## src/rtl/hilo_mdu_pkg.sv

```systemverilog
// hilo_mdu_pkg: ALU control codes and op-class helpers shared by the multiply/divide unit.
package hilo_mdu_pkg;
  localparam logic [4:0] ALU_ADD           = 5'b00000;
  localparam logic [4:0] ALU_SIGNED_MULT   = 5'b10000;
  localparam logic [4:0] ALU_UNSIGNED_MULT = 5'b10001;
  localparam logic [4:0] ALU_SIGNED_DIV    = 5'b10010;
  localparam logic [4:0] ALU_UNSIGNED_DIV  = 5'b10011;
  localparam logic [4:0] ALU_MTHI          = 5'b10100;
  localparam logic [4:0] ALU_MTLO          = 5'b10101;

  function automatic logic is_mul_op(input logic [4:0] op);
    return op == ALU_SIGNED_MULT || op == ALU_UNSIGNED_MULT;
  endfunction

  function automatic logic is_div_op(input logic [4:0] op);
    return op == ALU_SIGNED_DIV || op == ALU_UNSIGNED_DIV;
  endfunction
endpackage

```

## src/rtl/hilo_mdu_div_radix2.sv

```systemverilog
// div_radix2: unsigned restoring divider, one quotient bit per cycle over WIDTH cycles.
module div_radix2 #(
  parameter int WIDTH = 32
) (
  input  logic             clk,
  input  logic             rst,
  input  logic             start,
  input  logic [WIDTH-1:0] dividend,
  input  logic [WIDTH-1:0] divisor,
  output logic [WIDTH-1:0] quotient,
  output logic [WIDTH-1:0] remainder,
  output logic             done
);
  localparam int CW = $clog2(WIDTH + 1);
  logic [WIDTH-1:0] dvs;
  logic [CW-1:0]    cnt;
  logic [WIDTH:0]   shifted, trial;
  assign shifted = {remainder, quotient[WIDTH-1]};
  // bit WIDTH of trial is the borrow: set when the shifted remainder is below the divisor
  assign trial = shifted - {1'b0, dvs};
  assign done  = cnt == CW'(1);
  always_ff @(posedge clk or posedge rst) begin
    if (rst) begin
      dvs       <= '0;
      cnt       <= '0;
      quotient  <= '0;
      remainder <= '0;
    end else if (start) begin
      dvs       <= divisor;
      cnt       <= CW'(WIDTH);
      quotient  <= dividend;
      remainder <= '0;
    end else if (cnt != '0) begin
      cnt       <= cnt - 1'b1;
      remainder <= trial[WIDTH] ? shifted[WIDTH-1:0] : trial[WIDTH-1:0];
      quotient  <= {quotient[WIDTH-2:0], ~trial[WIDTH]};
    end
  end
endmodule

```

## src/rtl/hilo_mdu.sv

```systemverilog
// hilo_mdu: EX-stage multiply/divide unit with its own HI/LO pair and pipeline stall.
module hilo_mdu
  import hilo_mdu_pkg::*;
#(
  parameter int WIDTH   = 32,
  parameter int MUL_LAT = 2
) (
  input  logic             clk,
  input  logic             rst,
  input  logic             valid_i,
  input  logic [4:0]       op_i,
  input  logic [WIDTH-1:0] a_i,
  input  logic [WIDTH-1:0] b_i,
  input  logic             flush_i,
  output logic             stall_o,
  output logic             done_o,
  output logic             div_zero_o,
  output logic [WIDTH-1:0] hi_o,
  output logic [WIDTH-1:0] lo_o
);
  typedef enum logic [2:0] {IDLE, MUL, DIV, POST, DONE} state_t;
  localparam int CW = $clog2(MUL_LAT + 1);
  state_t             state;
  logic [CW-1:0]      cnt;
  logic [2*WIDTH-1:0] pipe [MUL_LAT];
  logic [2*WIDTH-1:0] ma, mb;
  logic [WIDTH-1:0]   a_abs, b_abs, a_q, uq, ur, q_fix, r_fix;
  logic               accept, is_smul, is_sdiv, sa, neg_q, bz, div_done;
  assign is_smul = op_i == ALU_SIGNED_MULT;
  assign is_sdiv = op_i == ALU_SIGNED_DIV;
  assign accept  = !rst && state == IDLE && valid_i && !flush_i && (is_mul_op(op_i) || is_div_op(op_i));
  assign stall_o = accept || state == MUL || state == DIV || state == POST;
  assign ma      = {{WIDTH{is_smul & a_i[WIDTH-1]}}, a_i};
  assign mb      = {{WIDTH{is_smul & b_i[WIDTH-1]}}, b_i};
  assign a_abs   = (is_sdiv && a_i[WIDTH-1]) ? -a_i : a_i;
  assign b_abs   = (is_sdiv && b_i[WIDTH-1]) ? -b_i : b_i;
  assign q_fix   = neg_q ? -uq : uq;
  assign r_fix   = sa ? -ur : ur;
  div_radix2 #(.WIDTH(WIDTH)) u_div (
    .clk       (clk),
    .rst       (rst),
    .start     (accept && is_div_op(op_i)),
    .dividend  (a_abs),
    .divisor   (b_abs),
    .quotient  (uq),
    .remainder (ur),
    .done      (div_done)
  );
  // stage 0 captures the product only on accept, so later stages settle on it and hold
  always_ff @(posedge clk or posedge rst) begin
    if (rst) begin
      for (int i = 0; i < MUL_LAT; i++) pipe[i] <= '0;
    end else begin
      if (accept && is_mul_op(op_i)) pipe[0] <= ma * mb;
      for (int i = 1; i < MUL_LAT; i++) pipe[i] <= pipe[i-1];
    end
  end
  always_ff @(posedge clk or posedge rst) begin
    if (rst) begin
      state      <= IDLE;
      cnt        <= '0;
      a_q        <= '0;
      sa         <= 1'b0;
      neg_q      <= 1'b0;
      bz         <= 1'b0;
      done_o     <= 1'b0;
      div_zero_o <= 1'b0;
      hi_o       <= '0;
      lo_o       <= '0;
    end else if (flush_i) begin
      state      <= IDLE;
      cnt        <= '0;
      done_o     <= 1'b0;
      div_zero_o <= 1'b0;
    end else begin
      case (state)
        IDLE: begin
          done_o     <= 1'b0;
          div_zero_o <= 1'b0;
          if (accept) begin
            state <= is_mul_op(op_i) ? MUL : DIV;
            cnt   <= '0;
            a_q   <= a_i;
            sa    <= is_sdiv & a_i[WIDTH-1];
            neg_q <= is_sdiv & (a_i[WIDTH-1] ^ b_i[WIDTH-1]);
            bz    <= b_i == '0;
          end else if (valid_i && op_i == ALU_MTHI) begin
            hi_o <= a_i;
          end else if (valid_i && op_i == ALU_MTLO) begin
            lo_o <= a_i;
          end
        end
        MUL: begin
          if (cnt == CW'(MUL_LAT - 1)) begin
            state  <= DONE;
            done_o <= 1'b1;
            hi_o   <= pipe[MUL_LAT-1][2*WIDTH-1:WIDTH];
            lo_o   <= pipe[MUL_LAT-1][WIDTH-1:0];
          end else begin
            cnt <= cnt + 1'b1;
          end
        end
        DIV: state <= div_done ? POST : DIV;
        POST: begin
          state      <= DONE;
          done_o     <= 1'b1;
          div_zero_o <= bz;
          hi_o       <= bz ? a_q : r_fix;
          lo_o       <= bz ? '1 : q_fix;
        end
        DONE: begin
          state      <= IDLE;
          done_o     <= 1'b0;
          div_zero_o <= 1'b0;
        end
        default: state <= IDLE;
      endcase
    end
  end
endmodule
```

## config.mk

```make
export PLATFORM = sky130hd
export DESIGN_NAME = hilo_mdu
export DESIGN_NICKNAME = d
export VERILOG_FILES = /design/src/rtl/hilo_mdu_pkg.sv /design/src/rtl/hilo_mdu_div_radix2.sv /design/src/rtl/hilo_mdu.sv
export SDC_FILE = /design/constraint.sdc
export NUM_CORES = 2
export LEC_CHECK = 0
export BUFFER_PORTS_ARGS = -buffer_cell sky130_fd_sc_hd__buf_4
export CAP_MARGIN = 20
export CORE_UTILIZATION = 35
export CTS_CLUSTER_SIZE = 8
export DETAILED_ROUTE_END_ITERATION = 8
export PLACE_DENSITY = 0.58
export SYNTH_ARGS = -nofsm -noshare
export SYNTH_HDL_FRONTEND = slang
export SYNTH_HIERARCHICAL = 1
export SYNTH_SLANG_ARGS = --single-unit
```

## constraint.sdc

```tcl
create_clock -name clk -period 17.3 [get_ports clk]
set_input_delay 3.46 -clock clk [delete_from_list [all_inputs] [get_ports clk]]
set_output_delay 3.46 -clock clk [all_outputs]
set_load 0.02 [all_outputs]
```

## After elaboration in Yosys (flattened, before gate mapping)

Cells that the tools add are included.

| cells by class | value |
|---|---|
| add/subtract/negate cells | 7 |
| bitwise operators | 7 |
| reductions and logical operators | 33 |
| equality and inequality tests | 20 |
| muxes and demuxes | 37 |
| multiply operators | 1 |

Operator list:

| cell | count |
|---|---|
| $mux W32 | 18 |
| $pmux W32 S3 | 2 |
| $neg A32 Y32 | 4 |
| $mul A33 B33 Y64 | 1 |
| $sub A33 B32 Y33 | 1 |
| $logic_not A32 Y1 | 1 |
| $eq A5 B5 Y1 const B | 6 |
| $mux W6 | 2 |
| $pmux W3 S4 | 1 |
| $logic_and A1 B1 Y1 | 10 |
| $mux W3 | 3 |
| $reduce_bool A3 Y1 | 3 |
| $mux W2 | 4 |
| $eq A3 B2 Y1 const B | 2 |
| $eq A6 B1 Y1 const B | 1 |
| $logic_or A1 B1 Y1 | 6 |
| $ne A2 B1 Y1 const B | 3 |
| $ne A3 B3 Y1 const B | 2 |
| $reduce_and A3 Y1 | 2 |
| $reduce_and A6 Y1 | 1 |
| $reduce_bool A6 Y1 | 1 |
| $sub A6 B1 Y6 const B | 1 |
| $reduce_and A5 Y1 | 1 |
| $and A1 B1 Y1 | 4 |
| 18 further kinds | 25 |

| storage, ports and cells | value |
|---|---|
| bits in registers | 336 |
| output and inout bits | 67 |

## Depth between registers and ports, before layout

| depth | value |
|---|---|
| depth in word-level cells | 8 |
| mapped depth | 33 |
| depth with buffers taken out | 30 |

## By module

The synthesis kept the hierarchy.

Modules (own cells, without submodules):

| module | area each (um^2) | times used | cells each |
|---|---|---|---|
| hilo_mdu | 50051.8 | 1 | 5582 |
| div_radix2 | 6437.4 | 1 | 728 |

## Worst setup path after synthesis

No wires, ideal clock.

| path | value |
|---|---|
| path kind | input-to-output |
| start point | in rst |
| end point | out stall_o |
| arrival | 10.096 ns |
| stages | 7 |
| slack | 3.744 ns |
| cells stage by stage | inv_1 > and3_1 > nand2_1 > or2_2 > clkbuf_1 > buf_1 > o21ai_0 |

| on the way | value |
|---|---|
| word-level cells in the longest chain between the ends | 8 |

RTL lines:

| what | RTL line | source |
|---|---|---|
| start, declared | hilo_mdu.sv:9 | `input logic rst,` |
| $logic_not A1 Y1 (no line) | -- |  |
| $logic_and A1 B1 Y1 (4 in a row) | hilo_mdu.sv:31 | `assign accept = !rst && state == IDLE && valid_i && !flush_i && (is_mul_op(op_i) \|\| is_div_op(op_i));` |
| $logic_or A1 B1 Y1 (3 in a row) | hilo_mdu.sv:32 | `assign stall_o = accept \|\| state == MUL \|\| state == DIV \|\| state == POST;` |
| end, declared | hilo_mdu.sv:15 | `output logic stall_o,` |

Every way passes these cells.

## Worst setup path in the final report

| path | value |
|---|---|
| start point | in op_i[2] |
| end point | reg pipe[127] in the netlist's numbering |

| on the way | value |
|---|---|
| word-level cells in the longest chain between the ends | 5 |
| elaborated cells on any way between the ends | 12 |

RTL lines:

| what | RTL line | source |
|---|---|---|
| start, declared | hilo_mdu.sv:11 | `input logic [4:0] op_i,` |
| parallel branches: the longest is 5 deep, another holds $mul A33 B33 Y64 | -- |  |
| end, declared | hilo_mdu.sv:25 | `logic [2*WIDTH-1:0] pipe [MUL_LAT];` |

Parallel ways; which one is timed is not known.
A chain may end at the register's enable or synchronous reset.

==> metrics <==
I/O Buffers=about 140; Die W=around 400 µm; pre-CTS setup slack=between 4000 and 5000 ps; Final TNS setup=0 ps; Num CTS Buffers=47; vias post-DR=42,800; area of the core=160,000 µm²; top post-synthesis cells by area=fa_1, dfrtp_1, inv_1, nand2_1, ha_1; hold_ws=364 ps; Critical Path Fanout Max=17; DRC=0; Critical Path RT=17,750 ps; wire per inst=approximately 21 µm; Final setup viols=0; GP Congestion=0.908; I/O pins=140; Worst-Skew Late Latency=590 ps; Main synth FF type=dfrtp_1; Post-CTS Resized=0; Initial Utilization=35.2%; critical path class=input port to register; router iterations before antenna repair=6; TritonCTS clock tree=done; asr flop ratio synth=100%; maximum clock rate=about 80 MHz; global-route usage over all layers=about 22%; relative slew slack=25.1%; Max-cap violations=0; FP Rows=147; Die Footprint=163,000 µm²; number of distinct library cells after synthesis=90; Die H=404 µm; Synth area leader=fa_1; Mapped Cells=6,310; P&R area growth vs syn=6.80%; Critical Path Sink Type=register; EDFF count, synth=0; share of cells above drive strength 1=5.16%; Yosys reg bits=between 300 and 400; final worst slack=5050 ps; Routed WL=175,000 µm; RSZ-0062 raised after global routing=no; mapped cell area=56,500 µm²; Layout Nets=7,590; status=completed; hold_buf cts=0; clk_skew=29.4 ps; DRT iter0 DRCs=3,373; Final ANT Viol Nets=0; YS warnings=6; TritonCTS Sinks=336; min-delay worst type=register to register; post-CTS setup buffers=0; CTS root buf=clkbuf_16; pin count of the biggest net entering global routing=112; Syn Nets=7,761; max-slew violation count=0; FILL cells=16,300; area share of the largest cell type after synthesis=39.9%; endpoints failing hold=0; Startpoint Class=input port; via/cell ratio=5.15; CTS clk-pin slew, worst paths=50 ps; Worst Tran Pin Value=around 1100 ps; GRT overflow=0; Syn Area/Cell=8.95 µm²; crit path time final=12,250 ps; final worst-path cycle share=between 70% and 80%; initial antenna violation count=9; DP HPWL=133,000 µm; first-pass GRT wire length=273,000 µm; vias in the first global route=45,400; clk buf depth=3; Arr. time, crit path=12,700 ps; H-Tree Depth=2; post-synthesis sequential area ratio=about 15%
-- layout by cell type (no fill, tap or decap), types with 20 or more instances in the layout --
| cell | n |
|---|---|
| nor2_1 | 199 |
| ha_1 | 252 |
| and2_1 | 314 |
| o21ai_0 | 256 |
| buf_4 | 179 |
| xor2_1 | 87 |
| o221ai_1 | 24 |
| nor3_1 | 31 |
| inv_1 | 1201 |
| a21oi_1 | 180 |
| nor2b_1 | 23 |
| clkbuf_16 | 48 |
| and3_1 | 40 |
| xnor2_1 | 124 |
| dfrtp_1 | 334 |
| nand3_1 | 39 |
| a211oi_1 | 20 |
| a31oi_1 | 39 |
| nand4_1 | 27 |
| mux2i_1 | 56 |
| o31ai_1 | 35 |
| a21o_1 | 42 |
| nand2_1 | 1169 |
| fa_1 | 1126 |
| o41ai_1 | 22 |
-- cell type report --
type | instances | area (µm²) | area share, %
antenna | 2 | 5.00 | 0.00830
clock buffer | 50 | 1210 | 2.00
clock inverter | 2 | 50.0 | 0.0830
inverter | 1203 | 4530 | 7.50
multi-input combinational | 4371 | 42100 | 69.7
sequential | 336 | 8410 | 13.9
tap | 2160 | 2700 | 4.48
timing repair buffer | 180 | 1360 | 2.25
-- per-stage QoR --
step | instance area (µm²) | std cells | utilization [%]
6_report | 60300 | 8304 | 37.6
5_1_grt | 60300 | 8303 | 37.6
4_1_cts | 60300 | 8301 | 37.6
3_5_place_dp | 59100 | 8249 | 36.8
3_3_place_gp | 59100 | 8249 | 36.8
2_1_floorplan | 56500 | 6310 | -
-- cells by family after synthesis --
| kind of cell | share of synthesized area (%) |
|---|---|
| multiplexers | 1.29 |
| adder cells (fa/ha/maj) | 45.5 |
| AO/OA/AOI/OAI | 8.69 |
| buffers and inverters | 10.7 |
| XOR/XNOR | 3.34 |
| flip-flops | 14.9 |
| AND/OR/NAND/NOR | 15.6 |
-- flip-flops by register name, indices dropped and copies added (netlist names), 2 cells and up --
register and flops:
u_div/dvs 32, u_div/cnt 6, hi_o 32, pipe 128, cnt 2, u_div/remainder 32
state 3, lo_o 32, a_q 32, u_div/quotient 32
-- metal layers --
layer | part of all wire, % | track usage [%]
met4 | 4.1 | 7.72
met3 | 5.9 | 1.84
met2 | 47 | 35.9
met5 | 0.017 | 0
met1 | 43 | 29.7
-- path summary, 6_finish.rpt --
check | cells past startpoint | to | from | slack, ps
min | 0 | pipe[43] | pipe[107] | 360
min in group asynchronous | 2 | hi_o[23] | rst | 2900
max in group asynchronous | 4 | pipe[23] | rst | 12620
max reg2reg | 13 | u_div/remainder[14] | u_div/quotient[31] | 13120
min reg2reg | 0 | pipe[43] | pipe[107] | 360
max | 28 | pipe[127] | op_i[2] | 5050
-- critical path, cell delays in order --
cell,delay (ps)
buf_4,110
nor3b_1,400
nand2b_1,240
nor2_1,150
buf_4,250
and2_1,670
nand2_1,200
inv_1,160
fa_1,480
fa_1,620
fa_1,510
inv_1,430
fa_1,530
fa_1,500
fa_1,580
fa_1,430
fa_1,490
inv_1,40
ha_1,380
a21o_1,240
a21o_1,170
a21oi_1,320
a21oi_1,160
o21ai_0,340
o31ai_1,230
and3_1,190
o41ai_1,310
a41oi_1,80
-- cell usage after synthesis (24+ instances only) --
cell and instances:
ha_1 252, and2_1 316, nand2_1 1170, dfrtp_1 336, o21ai_0 256, nand3_1 40
nor3_1 32, mux2i_1 56, a31oi_1 39, nor2_1 200, inv_1 1203, o31ai_1 35
nor2b_1 24, clkbuf_1 330, xor2_1 88, a21oi_1 180, xnor2_1 124, nand4_1 27
a21o_1 42, buf_1 58, fa_1 1126, and3_1 40, o221ai_1 24
Power is not shown: default switching activity piles up to over one toggle a cycle in this logic, so the estimate is an artifact.
